<file path="src/rtl/isqrt_arbiter.sv">
// Round-robin front end that shares one fixed-latency isqrt unit between N requesters.
// Each transaction takes LAT+3 cycles, from the grant edge to the IDLE cycle that follows the ack.
module isqrt_arbiter #(
  parameter int N   = 4,
  parameter int IW  = 2,
  parameter int W   = 8,
  parameter int R   = 4,
  parameter int LAT = 10
) (
  input  logic           clk,
  input  logic           clr,
  input  logic [N-1:0]   req,
  input  logic [N*W-1:0] a_flat,
  output logic [N-1:0]   ack,
  output logic [R-1:0]   result,
  output logic [IW-1:0]  result_id,
  output logic           busy,
  output logic [W-1:0]   sq_a,
  output logic           sq_start,
  input  logic [R-1:0]   sq_sqrt
);

  localparam int CW = $clog2(LAT + 1);

  typedef enum logic [1:0] {S_IDLE, S_START, S_WAIT, S_DONE} state_t;

  state_t        r_state;
  logic [IW-1:0] r_last;
  logic [IW-1:0] r_gid;
  logic [CW-1:0] r_cnt;

  logic          w_found;
  logic [IW-1:0] w_grant_id;
  logic [IW-1:0] w_idx;

  // Search starts one past the last winner; IW-bit wrap gives the modulo-N step.
  always_comb begin
    w_found    = 1'b0;
    w_grant_id = r_last;
    w_idx      = r_last;
    for (int k = 1; k <= N; k++) begin
      w_idx = r_last + IW'(k);
      if (!w_found && req[w_idx]) begin
        w_found    = 1'b1;
        w_grant_id = w_idx;
      end
    end
  end

  always_ff @(posedge clk) begin
    if (clr) begin
      r_state   <= S_IDLE;
      r_last    <= IW'(N - 1);
      r_gid     <= '0;
      r_cnt     <= '0;
      ack       <= '0;
      result    <= '0;
      result_id <= '0;
      busy      <= 1'b0;
      sq_a      <= '0;
      sq_start  <= 1'b0;
    end else begin
      sq_start <= 1'b0;
      ack      <= '0;
      case (r_state)
        S_IDLE: begin
          if (w_found) begin
            sq_a     <= a_flat[w_grant_id*W +: W];
            r_gid    <= w_grant_id;
            sq_start <= 1'b1;
            busy     <= 1'b1;
            r_state  <= S_START;
          end
        end
        S_START: begin
          r_cnt   <= CW'(LAT);
          r_state <= S_WAIT;
        end
        S_WAIT: begin
          // Capture on the last of LAT wait cycles so ack lands in DONE.
          if (r_cnt == CW'(1)) begin
            result    <= sq_sqrt;
            result_id <= r_gid;
            ack       <= {{(N-1){1'b0}}, 1'b1} << r_gid;
            r_state   <= S_DONE;
          end else begin
            r_cnt <= r_cnt - CW'(1);
          end
        end
        S_DONE: begin
          busy    <= 1'b0;
          r_last  <= r_gid;
          r_state <= S_IDLE;
        end
        default: r_state <= S_IDLE;
      endcase
    end
  end

endmodule

</file>
<file path="config.mk">
export PLATFORM = sky130hd
export DESIGN_NAME = isqrt_arbiter
export DESIGN_NICKNAME = d
export VERILOG_FILES = /design/src/rtl/isqrt_arbiter.sv
export SDC_FILE = /design/constraint.sdc
export NUM_CORES = 1
export LEC_CHECK = 0
export BUFFER_PORTS_ARGS = -buffer_cell sky130_fd_sc_hd__buf_2
export CELL_PAD_IN_SITES_DETAIL_PLACEMENT = 1
export CELL_PAD_IN_SITES_GLOBAL_PLACEMENT = 2
export CORE_ASPECT_RATIO = 0.7
export CORE_MARGIN = 3
export CORE_UTILIZATION = 24
export CTS_CLUSTER_SIZE = 40
export DETAILED_ROUTE_END_ITERATION = 16
export GPL_TIMING_DRIVEN = 0
export HOLD_SLACK_MARGIN = 0.03
export PLACE_DENSITY = 0.77
export SLEW_MARGIN = 40
export SYNTH_ARGS = -nofsm -noshare
export SYNTH_HDL_FRONTEND = slang
export SYNTH_SLANG_ARGS = --single-unit
</file>
<file path="constraint.sdc">
create_clock -name clk -period 1.74 [get_ports clk]
set_input_delay 0.087 -clock clk [delete_from_list [all_inputs] [get_ports clk]]
set_output_delay 0.087 -clock clk [all_outputs]
set_load 0.01 [all_outputs]
</file>
==> results of run 1 <==
## cell type report
class	count	area, sq um	area share
Multi-Input combinational cell	113	872	0.429
Sequential cell	30	603	0.297
Clock inverter	1	5.00	0.00246
Inverter	5	18.8	0.00924
Tap cell	75	93.8	0.0462
Buffer	3	22.5	0.0111
Clock buffer	7	86.3	0.0425
Timing Repair Buffer	64	330	0.163
## registers in the layout, indices dropped and copies added, names as in the netlist
register	count
sq_start	1
result_id	2
r_last	2
result	4
ack	4
r_state	2
r_gid	2
sq_a	8
busy	1
r_cnt	4
## what timing repair did
action,4_1_cts,5_1_grt
pin swaps,1,1
gates cloned,0,0
hold buffers,1,0
buffers inserted,2,0
hold endpoints to repair,1,0
setup endpoints to repair,16,17
resized for setup,2,11
## stage by stage
stage / setup TNS, ps / cells / setup slack (ps) / power [mW]
2_1_floorplan: 0 / 152 / 112 / 1.61
3_3_place_gp: -2020 / 288 / -186 / 1.91
6_report: 0 / 298 / 162 / 2.58
5_1_grt: 0 / 298 / 0.797 / 2.79
4_1_cts: 0 / 299 / 3.58 / 2.57
3_5_place_dp: -2080 / 288 / -214 / 1.94
## power breakdown
| part | internal [mW] | total, mW | switching, mW |
|---|---|---|---|
| Combinational | 0.450 | 0.992 | 0.542 |
| Sequential | 0.859 | 1.00 | 0.142 |
| Clock | 0.319 | 0.591 | 0.272 |
| Total | 1.63 | 2.58 | 0.956 |
## layer usage
layer	share of wire	routed length, um
met4	0.0069	28
met1	0.52	2090
met2	0.41	1630
met3	0.069	280
met5	0	0
## Yosys cell counts, types with 2 or more instances
master,n
a211oi_1,3
a21oi_1,4
o221ai_1,7
nor3_1,4
o21ai_0,2
dfxtp_1,30
a211o_1,2
inv_1,5
nor2_1,23
ha_1,6
nor2b_1,5
clkbuf_1,3
mux2i_1,24
nand2b_1,4
nand2_1,11
## cell families (layout without fill, tap and decap cells)
group / Yosys count / in the layout
and+or+nand+nor: 57 / 57
AOI/OAI and AO/OA: 26 / 26
muxes: 24 / 24
adders and majority gates: 6 / 6
buffers and inverters: 9 / 80
DFF: 30 / 30
## path summary, 6_finish.rpt
path | to | slack, ps | cells after the start
max | sq_a[0] | 160 | 6
max reg2reg | sq_a[0] | 160 | 6
min reg2reg | sq_a[3] | 470 | 2
min | result[1] | 40 | 3
## layout by cell type, fill, tap and decap left out, types with 2 or more instances in the layout
| master | count |
|---|---|
| a211oi_1 | 3 |
| clkbuf_8 | 6 |
| nor2b_1 | 5 |
| inv_1 | 5 |
| nor3_1 | 3 |
| buf_2 | 61 |
| nor2_2 | 2 |
| nor3_4 | 2 |
| nand2_1 | 10 |
| dfxtp_2 | 2 |
| ha_1 | 6 |
| nor2_1 | 20 |
| nand2b_1 | 2 |
| a21oi_1 | 3 |
| mux2i_1 | 24 |
| o221ai_1 | 7 |
| dfxtp_1 | 28 |
| a211o_1 | 2 |
| clkbuf_1 | 3 |
| o21ai_0 | 2 |
| buf_4 | 2 |
## critical path: stages (launching register included)
cell and delay [ps]:
dfxtp_2 370, nor2b_1 70, o21ba_1 230, nor3_4 230, buf_8 200, mux2i_1 210
o221ai_1 140
==> run metrics, run 1 <==
HPWL after detailed placement=3180 um; # diodes=0; total I/O pin count=62; area fraction of the dominant cell type after synthesis=0.408; cts bufs inserted=5; initial antenna violation count=0; part of the Yosys area used for sequential elements=0.408; data required time of the critical path=1890 ps; total number of vias=1353; number of detailed-route iterations in the first pass=4; max-capacitance violation count=0; beginning of the worst hold path=sq_sqrt[1]; post-synthesis simple-gate area fraction=0.206; final net count=270; count of flip-flops with a built-in enable after synthesis=0; chip height=71.5 um; mux share of post-synthesis cell area=0.163; number of standard cells after synthesis=152; initial core utilization=0.252; TritonCTS clock tree=yes; startpoint kind of the worst setup timing path=flip-flop; asr flop ratio synth=0; Final Hold Fails=0; via count of the first global-routing pass=1377; yosys synthesis warning count=0; clock insertion delay at the later pin of the skew report=280 ps; Filler Cells Inserted=726; Bufs on Longest Clock Path=2; met3 GRT Util=0.0409; share of layout cells above drive strength 1=0.404; total non-filler cell area in the finished layout=0.00203 sq mm; Floorplan Core Area=0.00584 sq mm; cell taking the most area after synthesis=dfxtp_1; clock tree skew after final layout=8.23 ps; GR Util met1=0.163; cell at the root of the clock tree=clkbuf_8; Clk pin slew, worst setup/hold paths=70 ps; biggest area contributors in the synthesized netlist=dfxtp_1 (41%), mux2i_1 (16%), nor2_1 (5.9%); clock sink total=30; type of destination of the critical path=flip-flop; starting DRC count in detailed routing=23; complex-gate fraction of the synthesized area=0.142; number of levels in the clock H-tree=2; path type of the worst setup path=flip-flop to flip-flop; largest net degree at the start of global routing=11; flip-flop and latch count after synthesis=30; max_slew headroom=0.523; parity-gate share of the synthesized area counting xor and xnor cells=0; portion of the clock cycle consumed by the worst path in the final layout=0.907; via count normalized by instance count=4.54; global placement routability congestion=0.772; Worst Tran Pin Value=710 ps; adder and majority cell fraction of the synthesized area=0.0510; post-synthesis instance area=0.00147 sq mm; sum of overflow across all layers after global routing=0; placed instance area=0.00187 sq mm; end-of-flow core utilization=0.348; startpoint of the worst-slack reg-to-reg timing path=r_last[0]; source of the critical timing path=r_last[0]; power density over cell area=1270 mW/mm^2; All-Layer GR Usage=0.116; Critical Path AT=1730 ps; run status=finished, final reports clean; Layout area overhead=38.0%; count of buffers inserted at the top-level ports=61; met2 capacity usage during global routing=0.170; Post-Synthesis Net Count=200; static leakage power=0.942 nW; wire length of the first global-routing pass=6480 um; Remaining DRCs=0; area of the die=0.00713 sq mm; width of the chip=99.6 um; residual antenna-violating net count after detailed routing=0; maximum fanout along the worst path=10; predominant post-synthesis flop cell=dfxtp_1; Placement Rows=23; Fmax=0.634 GHz; type of the tightest min-delay check=primary input to flip-flop; WL final=4030 um; total of endpoints with negative setup slack in the final report=0; WHS=44.4 ps; number of distinct library cell variants in the gate-level netlist after synthesis=34; Mapped Avg Cell Area=9.69 sq um; RSZ-0062 raised after global routing=no; Tmin final=1580 ps; number of pins exceeding their max-slew limit in the final report=0; average wire per standard cell=13.5 um; most used routing layer=met2; IR Drop Worst-Case VDD=0.000358 V; dominant combinational cell family by area after synthesis=simple AND/OR/NAND/NOR gates
Note: power is estimated with default switching activity, not from simulation.
==> inputs of run 2 (changes only) <==
--- a/config.mk
+++ b/config.mk
@@ -11,11 +11,11 @@
 export CORE_ASPECT_RATIO = 0.7
 export CORE_MARGIN = 3
 export CORE_UTILIZATION = 24
-export CTS_CLUSTER_SIZE = 40
 export DETAILED_ROUTE_END_ITERATION = 16
 export GPL_TIMING_DRIVEN = 0
 export HOLD_SLACK_MARGIN = 0.03
 export PLACE_DENSITY = 0.77
+export RECOVER_POWER = 100
 export SLEW_MARGIN = 40
 export SYNTH_ARGS = -nofsm -noshare
 export SYNTH_HDL_FRONTEND = slang
==> constraint.sdc (replaced) <==
create_clock -name clk -period 1.35 [get_ports clk]
set_input_delay 0.0675 -clock clk [delete_from_list [all_inputs] [get_ports clk]]
set_output_delay 0.0675 -clock clk [all_outputs]
set_load 0.01 [all_outputs]
==> run metrics, run 2 (synthesized netlist as in run 1, its figures left out) <==
startpoint kind of the worst setup timing path=flip-flop; Worst Tran Pin Value=584 ps; TritonCTS clock tree=yes; Layout area overhead=58.8%; number of levels in the clock H-tree=2; total number of vias=1427; Clk pin slew, worst setup/hold paths=70 ps; portion of the clock cycle consumed by the worst path in the final layout=1.14; Fmax=0.648 GHz; count of buffers inserted at the top-level ports=61; width of the chip=99.6 um; number of detailed-route iterations in the first pass=6; wire length of the first global-routing pass=6870 um; initial antenna violation count=0; global placement routability congestion=0.716; path type of the worst setup path=flip-flop to flip-flop; Top reg by flops=sq_a; total I/O pin count=62; clock tree skew after final layout=7.69 ps; commonest non-fill, non-tap cell in the layout=buf_2; startpoint of the worst-slack reg-to-reg timing path=r_last[0]; starting DRC count in detailed routing=31; HPWL after detailed placement=3080 um; flip-flop count of the largest register, all copies and words added=8; worst reg2reg path depth=7; max_slew headroom=0.611; cts bufs inserted=5; sum of overflow across all layers after global routing=0; maximum fanout along the worst path=5; placed instance area=0.00190 sq mm; Filler Cells Inserted=691; clock insertion delay at the later pin of the skew report=290 ps; Final Hold Fails=0; Remaining DRCs=0; area of the die=0.00713 sq mm; final net count=287; number of pins exceeding their max-slew limit in the final report=0; cell at the root of the clock tree=clkbuf_8; IR Drop Worst-Case VDD=0.000489 V; setup slack of the critical path after layout=-192 ps; sequential standard cell area=612 sq um; run status=finished, violations left; end of the worst register-to-register path=sq_a[5]; RSZ-0062 raised after global routing=yes; beginning of the worst hold path=a_flat[0]; reg-to-reg setup timing slack=-190 ps; number of instances on the worst hold path=3; hold path endpoint=sq_a[0]; WHS=73.8 ps; Placement Rows=23; via count normalized by instance count=4.53; largest net degree at the start of global routing=11; commonest cells after routing, fill and taps aside=buf_2 (41), dfxtp_1 (25), clkbuf_1 (24); Bufs on Longest Clock Path=2; type of the tightest min-delay check=primary input to flip-flop; # diodes=0; via count of the first global-routing pass=1352; post-route total power=3.88 mW; share of layout cells above drive strength 1=0.408; power density over cell area=1660 mW/mm^2; static leakage power=0.980 nW; clock sink total=30; failing checks=setup timing; WL final=4430 um; total area of multi-input combinational cells=986 sq um; type of destination of the critical path=flip-flop; All-Layer GR Usage=0.124; total non-filler cell area in the finished layout=0.00234 sq mm; initial core utilization=0.252; total of endpoints with negative setup slack in the final report=19; max-capacitance violation count=0; Floorplan Core Area=0.00584 sq mm; data required time of the critical path=1510 ps; Tmin final=1540 ps; residual antenna-violating net count after detailed routing=0; chip height=71.5 um; Critical Path AT=1700 ps; average wire per standard cell=14.1 um
-- run 2: timing repair --
item | in CTS | in global routing
gates resized for setup | 25 | 16
buffers inserted | 6 | 8
gates cloned | 0 | 1
setup endpoints to repair | 25 | 20
pin swaps | 3 | 12
hold endpoints to repair | 5 | 0
hold buffers | 5 | 0
-- run 2: worst max-delay path, stage by stage, from the launching register on --
cell and delay [ps]:
dfxtp_4 380, nor2b_4 50, o21ba_4 200, nor3_4 190
buf_12 140, buf_8 120, mux2i_1 200, o221ai_1 140
-- run 2: layer usage --
metal / track usage / wire, um / vias to the layer above / part of all wire
met2: 0.177 / 1870 / 47 / 0.42
li1: - / - / 717 / -
met5: 0 / 0 / - / 0
met3: 0.0467 / 331 / 5 / 0.075
met1: 0.175 / 2180 / 658 / 0.49
met4: 0.0364 / 40 / 0 / 0.0090
-- run 2: metrics by stage --
step           worst slack (ps)  std cells   util  TNS (ps)
2_1_floorplan              -255        152      -     -2010
5_1_grt                    -297        315  0.400     -4070
3_3_place_gp               -505        288  0.324     -5890
6_report                   -192        315  0.400     -1940
4_1_cts                    -226        306  0.379     -1740
3_5_place_dp               -547        288  0.324     -6410
-- run 2: how the worst max path moves through the flow --
stage | start | to | slack, ps | depth (start not counted)
finish | r_last[0] | sq_a[5] | -190 | 7
global route | r_last[0] | sq_a[3] | -300 | 7
CTS | r_last[0] | sq_a[4] | -230 | 6
detailed placement | r_last[0] | sq_a[3] | -550 | 5
global placement | r_last[0] | sq_a[3] | -510 | 5
floorplan | r_last[0] | sq_a[5] | -260 | 6
-- run 2: area by class of cell --
cell class,count,share of cell area
flip-flops and latches,30,0.262
plain buffers,3,0.00963
multi-input cells,113,0.422
inverters,5,0.00910
clock inverters,1,0.0128
well taps,75,0.0401
repair buffers,81,0.212
clock buffers,7,0.0326
-- run 2: power breakdown --
part	internal, mW	leakage (nW)	switching, mW
logic	0.817	0.681	0.835
clock network	0.552	0.0524	0.350
registers	1.12	0.246	0.204
==> inputs of run 3 (changes only) <==
--- a/config.mk
+++ b/config.mk
@@ -10,11 +10,11 @@
 export CELL_PAD_IN_SITES_GLOBAL_PLACEMENT = 2
 export CORE_ASPECT_RATIO = 0.7
 export CORE_MARGIN = 3
-export CORE_UTILIZATION = 24
+export CORE_UTILIZATION = 29
 export DETAILED_ROUTE_END_ITERATION = 16
 export GPL_TIMING_DRIVEN = 0
 export HOLD_SLACK_MARGIN = 0.03
-export PLACE_DENSITY = 0.77
+export PLACE_DENSITY = 0.86
 export RECOVER_POWER = 100
 export SLEW_MARGIN = 40
 export SYNTH_ARGS = -nofsm -noshare
==> constraint.sdc (replaced) <==
create_clock -name clk -period 1.8 [get_ports clk]
set_input_delay 0.09 -clock clk [delete_from_list [all_inputs] [get_ports clk]]
set_output_delay 0.09 -clock clk [all_outputs]
set_load 0.01 [all_outputs]
==> run metrics, run 3 (synthesized netlist as in run 1, its figures left out) <==
run status=finished, final reports clean; initial antenna violation count=0; maximum fanout along the worst path=10; static leakage power=0.857 nW; final net count=270; max_slew headroom=0.651; Top reg by flops=sq_a; clock sink total=30; Remaining DRCs=0; count of buffers inserted at the top-level ports=61; portion of the clock cycle consumed by the worst path in the final layout=0.930; IR Drop Worst-Case VDD=0.000354 V; path type of the worst setup path=flip-flop to flip-flop; sum of overflow across all layers after global routing=0; TritonCTS clock tree=yes; Worst Tran Pin Value=520 ps; global placement routability congestion=0.800; area of the die=0.00598 sq mm; Layout area overhead=35.3%; flip-flop count of the largest register, all copies and words added=8; total number of vias=1336; total of endpoints with negative setup slack in the final report=0; via count normalized by instance count=4.58; Floorplan Core Area=0.00483 sq mm; number of pins exceeding their max-slew limit in the final report=0; Tmin final=1670 ps; total area of multi-input combinational cells=855 sq um; Bufs on Longest Clock Path=2; chip height=65.6 um; largest net degree at the start of global routing=11; clock insertion delay at the later pin of the skew report=280 ps; residual antenna-violating net count after detailed routing=0; average wire per standard cell=14.0 um; number of levels in the clock H-tree=2; # diodes=0; cell at the root of the clock tree=clkbuf_8; HPWL after detailed placement=3180 um; All-Layer GR Usage=0.144; initial core utilization=0.305; clock tree skew after final layout=7.19 ps; Clk pin slew, worst setup/hold paths=70 ps; total I/O pin count=62; number of detailed-route iterations in the first pass=4; Placement Rows=21; type of the tightest min-delay check=primary input to flip-flop; RSZ-0062 raised after global routing=no; share of layout cells above drive strength 1=0.296; starting DRC count in detailed routing=24; WHS=48.9 ps; cts bufs inserted=5; wire length of the first global-routing pass=6710 um; data required time of the critical path=1940 ps; width of the chip=91.2 um; commonest cells after routing, fill and taps aside=buf_2 (40), dfxtp_1 (29), mux2i_1 (24), clkbuf_1 (24), nor2_1 (20); via count of the first global-routing pass=1337; startpoint kind of the worst setup timing path=flip-flop; max-capacitance violation count=0; power density over cell area=1230 mW/mm^2; end-of-flow core utilization=0.412; Filler Cells Inserted=603; Fmax=0.598 GHz; Final Hold Fails=0; WL final=4100 um; type of destination of the critical path=flip-flop; commonest non-fill, non-tap cell in the layout=buf_2; Critical Path AT=1820 ps; sequential standard cell area=602 sq um
run 3: per-stage QoR:
stage / TNS [ps] / power [mW] / cells / instance area, sq um / setup WS, ps
finish: 0 / 2.45 / 292 / 1990 / 127
detailed placement: -575 / 1.87 / 282 / 1860 / -72.2
CTS: 0 / 2.47 / 292 / 1990 / 26.4
global route: 0 / 2.65 / 292 / 1990 / 16.6
floorplan: 0 / 1.56 / 152 / 1470 / 172
global placement: -804 / 1.85 / 282 / 1860 / -90.3
run 3: critical path: stages (launching register included):
cell	delay, ps
dfxtp_2	370
nor2b_1	80
o21ba_1	240
nor3_4	200
buf_12	150
buf_8	150
mux2i_1	220
o221ai_1	140
run 3: path summary, 6_finish.rpt:
check	startpoint	to	depth (start not counted)	slack (ps)
worst min register to register	sq_a[0]	sq_a[0]	2	460
worst max-delay path	r_last[0]	sq_a[4]	7	130
worst max register to register	r_last[0]	sq_a[4]	7	130
worst min-delay path	sq_sqrt[2]	result[2]	3	50
run 3: report_power, final:
group / total [mW] / internal (mW) / switching, mW
clock: 0.558 / 0.308 / 0.250
sequential: 0.967 / 0.829 / 0.138
combinational: 0.927 / 0.410 / 0.517
run 3: timing repair:
item / in CTS / in global routing
endpoints found under the setup margin: 16 / 10
hold buffers: 0 / 1
pin swaps: 1 / 0
gates resized for setup: 2 / 7
endpoints found under the hold margin: 0 / 1
buffers inserted: 2 / 0
run 3: routing by layer:
metal,vias up,share of wire,global-route usage
met2,20,0.44,0.208
met3,7,0.033,0.0423
met1,627,0.52,0.203
met4,0,0.014,0.0489
li1,682,-,-
met5,-,0,0
run 3: layout make-up:
type | count | area share
Clock inverter | 1 | 0.00251
Sequential cell | 30 | 0.302
Timing Repair Buffer | 64 | 0.159
Tap cell | 69 | 0.0433
Multi-Input combinational cell | 113 | 0.429
Inverter | 5 | 0.00942
Clock buffer | 7 | 0.0433
Buffer | 3 | 0.0113
